<file path="config.mk">
export PLATFORM = sky130hd
export DESIGN_NAME = frame_scanout
export DESIGN_NICKNAME = d
export VERILOG_FILES = /design/src/rtl/frame_scanout.sv
export SDC_FILE = /design/constraint.sdc
export NUM_CORES = 1
export LEC_CHECK = 0
export ABC_CLOCK_PERIOD_IN_PS = 3900
export BUFFER_PORTS_ARGS = -buffer_cell sky130_fd_sc_hd__buf_2
export CAP_MARGIN = 40
export CORE_ASPECT_RATIO = 1.5
export CORE_MARGIN = 3
export CORE_UTILIZATION = 40
export CTS_BUF_LIST = sky130_fd_sc_hd__clkbuf_4 sky130_fd_sc_hd__clkbuf_8 sky130_fd_sc_hd__clkbuf_16
export CTS_CLUSTER_SIZE = 8
export DETAILED_ROUTE_END_ITERATION = 10
export GPL_TIMING_DRIVEN = 0
export PLACE_DENSITY = 0.59
export SLEW_MARGIN = 20
export SYNTH_ARGS = -nofsm -noshare
export SYNTH_HDL_FRONTEND = slang
export SYNTH_SLANG_ARGS = --single-unit
</file>
<file path="constraint.sdc">
create_clock -name Clk -period 3.9 [get_ports Clk]
set_input_delay 0.78 -clock Clk [delete_from_list [all_inputs] [get_ports Clk]]
set_output_delay 0.78 -clock Clk [all_outputs]
set_load 0.02 [all_outputs]
</file>
<file path="src/rtl/frame_scanout.sv">
// frame_scanout
// Prefetches a frame buffer in raster order and hands pixels to a consumer
// through a small FIFO. Reads are only requested while the data already in
// the FIFO plus the reads still in flight leave room for one more entry, so
// the FIFO can never overflow. A frame_start in mid-frame flushes the FIFO
// and discards the responses of reads that are still in flight.
//
// Ports
//   Clk          single clock
//   Reset        synchronous, active high
//   frame_start  one-cycle pulse, restart scanout at pixel 0
//   mem_req      read request (accepted when mem_gnt=1 in the same cycle)
//   mem_addr     linear pixel address y*H_RES+x
//   mem_gnt      arbiter grant
//   mem_rvalid   read data valid, responses return in request order
//   mem_rdata    returned {R,G,B}
//   pix_valid    FIFO non-empty
//   pix_color    FIFO head
//   pix_ready    consumer pops on pix_valid & pix_ready
//   underflow    sticky: consumer asked for a pixel while the FIFO was empty
//
// state | meaning
// IDLE  | waiting for the first frame_start, no requests
// FETCH | issuing reads under the credit limit
// DONE  | last address accepted, draining in-flight responses into the FIFO
// FLUSH | discarding responses of reads issued before a restart

module frame_scanout #(
    parameter int H_RES      = 640,
    parameter int V_RES      = 480,
    parameter int FIFO_DEPTH = 8
) (
    input  logic        Clk,
    input  logic        Reset,
    input  logic        frame_start,
    output logic        mem_req,
    output logic [18:0] mem_addr,
    input  logic        mem_gnt,
    input  logic        mem_rvalid,
    input  logic [23:0] mem_rdata,
    output logic        pix_valid,
    output logic [23:0] pix_color,
    input  logic        pix_ready,
    output logic        underflow
);

    localparam int          PW        = $clog2(FIFO_DEPTH);
    localparam int          CW        = PW + 1;
    localparam int          TOTAL     = H_RES * V_RES;
    localparam logic [18:0] LAST_ADDR = 19'(TOTAL - 1);

    typedef enum logic [1:0] {S_IDLE, S_FETCH, S_DONE, S_FLUSH} state_t;

    state_t          r_state;
    state_t          w_state_nxt;
    logic [18:0]     r_addr;
    logic [CW-1:0]   r_out;
    logic [CW-1:0]   r_drop;
    logic [CW-1:0]   r_cnt;
    logic [PW-1:0]   r_wr;
    logic [PW-1:0]   r_rd;
    logic [23:0]     r_mem [FIFO_DEPTH];
    logic            r_uf;

    logic            w_req;
    logic            w_credit_ok;
    logic            w_accept;
    logic            w_restart;
    logic            w_rv_live;
    logic            w_rv_drop;
    logic            w_push;
    logic            w_pop;
    logic            w_last;
    logic [CW-1:0]   w_drop_load;

    // Sum of in-flight reads and stored entries is invariant under an rvalid,
    // so this credit check alone keeps the FIFO from overflowing.
    assign w_credit_ok = ({1'b0, r_out} + {1'b0, r_cnt}) < (CW+1)'(FIFO_DEPTH);
    assign w_accept    = w_req && mem_gnt;
    assign w_restart   = frame_start && (r_state == S_FETCH || r_state == S_DONE);
    // Responses with nothing in flight (e.g. reads issued before a reset) are ignored.
    assign w_rv_live   = mem_rvalid && (r_out != '0);
    assign w_rv_drop   = mem_rvalid && (r_state == S_FLUSH) && (r_drop != '0);
    // A response arriving in the restart cycle belongs to the old frame.
    assign w_push      = w_rv_live && !w_restart;
    assign w_pop       = pix_valid && pix_ready;
    assign w_last      = w_accept && (r_addr == LAST_ADDR);
    assign w_drop_load = r_out + CW'(w_accept) - CW'(w_rv_live);

    assign mem_req   = w_req;
    assign mem_addr  = r_addr;
    assign pix_valid = (r_cnt != '0);
    assign pix_color = r_mem[r_rd];
    assign underflow = r_uf;

    always_ff @(posedge Clk) begin
        if (Reset) begin
            r_state <= S_IDLE;
        end else begin
            r_state <= w_state_nxt;
        end
    end

    always_comb begin
        w_state_nxt = r_state;
        unique case (r_state)
            S_IDLE: begin
                if (frame_start) w_state_nxt = S_FETCH;
            end
            S_FETCH, S_DONE: begin
                if (w_restart) begin
                    w_state_nxt = (w_drop_load != '0) ? S_FLUSH : S_FETCH;
                end else if (w_last) begin
                    w_state_nxt = S_DONE;
                end
            end
            S_FLUSH: begin
                // frame_start here is ignored; the flush still has to finish.
                if (w_rv_drop && r_drop == CW'(1)) w_state_nxt = S_FETCH;
            end
            default: w_state_nxt = S_IDLE;
        endcase
    end

    always_comb begin
        w_req = 1'b0;
        if (r_state == S_FETCH) w_req = w_credit_ok;
    end

    always_ff @(posedge Clk) begin
        if (Reset) begin
            r_addr <= '0;
            r_out  <= '0;
            r_drop <= '0;
            r_cnt  <= '0;
            r_wr   <= '0;
            r_rd   <= '0;
            r_uf   <= 1'b0;
            for (int i = 0; i < FIFO_DEPTH; i++) r_mem[i] <= '0;
        end else begin
            if (frame_start) begin
                r_addr <= '0;
            end else if (w_accept) begin
                r_addr <= w_last ? 19'd0 : r_addr + 19'd1;
            end

            if (w_restart) begin
                r_out <= '0;
            end else begin
                r_out <= r_out + CW'(w_accept) - CW'(w_rv_live);
            end

            if (w_restart) begin
                r_drop <= w_drop_load;
            end else if (w_rv_drop) begin
                r_drop <= r_drop - CW'(1);
            end

            if (w_restart) begin
                r_cnt <= '0;
                r_wr  <= '0;
                r_rd  <= '0;
            end else begin
                if (w_push) begin
                    r_mem[r_wr] <= mem_rdata;
                    r_wr        <= r_wr + PW'(1);
                end
                if (w_pop) r_rd <= r_rd + PW'(1);
                r_cnt <= r_cnt + CW'(w_push) - CW'(w_pop);
            end

            // Clear wins over a set in the same cycle.
            if (frame_start) begin
                r_uf <= 1'b0;
            end else if (r_state == S_FETCH && pix_ready && !pix_valid) begin
                r_uf <= 1'b1;
            end
        end
    end

endmodule

</file>
==> results.yml <==
global_routing:
  groute.usage.overall: 0.173
  grt_first_pass_wirelength_um: 38900
  grt_max_degree: 25
  first_global_vias: 6713
  grt_antenna_before_repair: 2
  gr-total-overflow: 0
clocking:
  cts_hold_buffers: 0
  cts_buffers: 35
  ctsLongestPathBuffers: 3
  cts_root_cell: "sky130_fd_sc_hd__clkbuf_16"
  cts.repair.resized: 0
  cts_tree: "yes"
  cts-htree-levels: 2
  numClockSinks: 235
  clock_latency_late_sink_ps: 500
  clk_transition_reported_paths_ps: 50
  cts_post_setup_buffers_inserted: 0
timing:
  setup_viol: 0
  timing.setup.tns_ps: 0
  timing.final.crit_period_ps: 3730
  achievable-frequency_mhz: 268
  period_share: 0.957
  clock_skew_ps: 15.4
  hold_slack_ps: 513
  finalHoldViolCount: 0
  grt_setup_unrepaired: "false"
  timing.final.max_slew_violations: 0
  timing.max_slew.rel_slack: 0.430
  worst_slew_pin_slew_ps: 855
synth:
  synth_top_area_frac: 0.522
  synthDominantAreaCellType: "sky130_fd_sc_hd__edfxtp_1"
  synth.top_cells.by_area: "sky130_fd_sc_hd__edfxtp_1, sky130_fd_sc_hd__and2_1, sky130_fd_sc_hd__mux4_2"
  postSynthAreaPerCell_um2: 14.2
  synth.net_count: 829
  ys_seq_elements: 235
  synth-edff-count: 192
  ys.flop_type: "sky130_fd_sc_hd__edfxtp_1"
  yosysWarningCount: 0
  ys_async_sr_fraction: 0
  synthesized_instance_count: 776
  post_synthesis_instance_area_um2: 11000
  synth_cell_types: 56
  synth-seq-area-share: 0.600
cells_and_area:
  layout.core_utilization: 0.481
  final_design_area_no_fill_um2: 12900
  layout-drive-gt1-share: 0.264
  nNetsFinal: 944
  area_delta_synth_final_pct: 16.9
hold_path:
  timing.hold.worst.class: "reg -> reg"
critical_path:
  cpPeakStageDelay_ps: 670
  crit_path_start_kind: "flop"
  cp_cell_sequence: "clkbuf_1 -> clkbuf_1 -> mux4_2 -> mux2_2 -> buf_2"
  cp_slowest_cell: "sky130_fd_sc_hd__clkbuf_1"
  cp_capture_type: "output port"
  critPathBufInv: 3
  worst-endpoint-arrival_ps: 2950
  kind_of_cell_adding_the_most_delay_to_the_critical_path: "buffers and inverters"
  worst-path-max-fanout: 10
  critPathKind: "reg -> out"
  crit_path_frequent_cell: "sky130_fd_sc_hd__clkbuf_1"
  worst_ep_required_time_ps: 3120
routing:
  post_drt_wl_per_cell_um: 20.6
  drtPass1Iterations: 4
  routed_wl_um: 25500
  drc: 0
  detail-route-antenna-nets: 0
  vias_per_cell: 5.24
  drt_iter0_drc: 300
  vias: 6488
place:
  port_buffers: 73
  place.detailed.hpwl_um: 16500
  gp_congestion: 0.792
  standard_cell_area_after_detailed_placement_um2: 11900
floorplanning:
  initial_util: 0.411
  num_rows: 73
  dieHeight_um: 209
  die_w_um: 142
  die_outline_area_um2: 29700
  floorplan.core_area_um2: 26900
  number_of_i_o_pins: 76
power:
  ir_worst_vdd_uv: 452
  comb_power_share: 0.238
  power_leakage_nw: 4.82
  fin_total_pwr_mw: 7.61
  internal_power_mw: 5.48
  power.sequential.fraction: 0.398
  switchingPower_mw: 2.13
  power.clock.fraction: 0.364
  switching_share: 0.279
  pwr_density_cell_nw_per_um2: 589
status:
  status: "finished, final reports clean"
flow_run:
  maxCapViolations: 0
metrics by stage:
step / cells / worst slack [ps]
CTS: 1235 / 131
floorplan: 776 / 936
finish: 1238 / 166
global route: 1237 / 40.6
global placement: 1186 / 480
detailed placement: 1189 / 525
per-layer routing:
metal	GRT usage	part of all wire	up-vias
met2	0.328	0.56	150
met3	0.0335	0.046	35
met4	0.0474	0.019	4
li1	-	-	3062
met1	0.195	0.38	3237
met5	0	0.0011	-
sequential cells by signal, summed over array words and instances (netlist names), named ones only:
register,count
r_out,4
r_drop,4
r_cnt,4
r_mem,192
r_state,2
r_wr,3
underflow,1
r_rd,3
mem_addr,19
worst min-delay path, delay by kind of cell (launching register included):
| kind | cells | cell delay (ps) |
|---|---|---|
| and+or+nand+nor | 1 | 70 |
| AOI/OAI and AO/OA | 1 | 60 |
| DFF | 1 | 340 |
worst paths after layout:
kind / from / endpoint / cells after the start / slack (ps)
hold / removal: mem_addr[5] / mem_addr[5] / 2 / 510
setup reg to reg: r_out[3] / r_state[1] / 14 / 590
setup / recovery: flop / pix_color[21] / 5 / 170
hold reg to reg: mem_addr[5] / mem_addr[5] / 2 / 510
Yosys cell counts, drive strengths merged, types with 3 or more instances:
cell type,count
edfxtp,192
or4,7
a211oi,3
buf,10
mux2i,3
a21boi,3
ha,21
xor2,9
dfxtp,43
a31oi,3
nor4b,3
mux4,48
nor2,26
xnor2,8
nand3,11
mux2,25
clkbuf,30
o41ai,3
nor3,7
nand4,4
or2,10
nor4,6
and2,200
a21oi,14
or3,5
inv,20
o21ai,12
nand2,27
layout by cell type, fill, tap and decap left out, drive strengths merged, types with 10 or more instances in the layout:
cell / instances
o21ai: 12
mux2: 25
mux4: 48
nor2: 26
a21oi: 14
buf: 88
clkbuf: 73
dfxtp: 43
edfxtp: 192
inv: 20
ha: 21
nand2: 27
nand3: 11
and2: 200
or2: 10
cell families (layout without fill, tap and decap cells):
group                    count (synthesis)  count (layout)  synth area share
AO/OA/AOI/OAI                           49              49            0.0314
XOR/XNOR                                17              17            0.0135
adder cells (fa/ha/maj)                 23              23            0.0274
buffers and inverters                   60             184            0.0213
flip-flops                             235             235             0.600
multiplexers                            76              76             0.126
other                                    0               1                 0
AND/OR/NAND/NOR                        316             316             0.180
area by class of cell:
cell class              count  area (um^2)
fillers                  2431        13900
flip-flops and latches    235         6630
multi-input cells         481         4180
clock buffers              43          936
repair buffers             78          447
well taps                 337          422
plain buffers              40          160
inverters                  20         75.1
clock inverters             3         62.6
diodes                      1         2.50
power by group through the flow:
| stage | clock, mW | combinational (mW) | sequential, mW |
|---|---|---|---|
| finish | 2.77 | 1.81 | 3.03 |
| global route | 2.93 | 2.02 | 3.05 |
| CTS | 2.83 | 1.85 | 3.03 |
| detailed placement | 0 | 1.84 | 3.08 |
| global placement | 0 | 1.82 | 3.07 |
| floorplan | 0 | 1.35 | 3.04 |
Power figures use the tool's default switching activity.
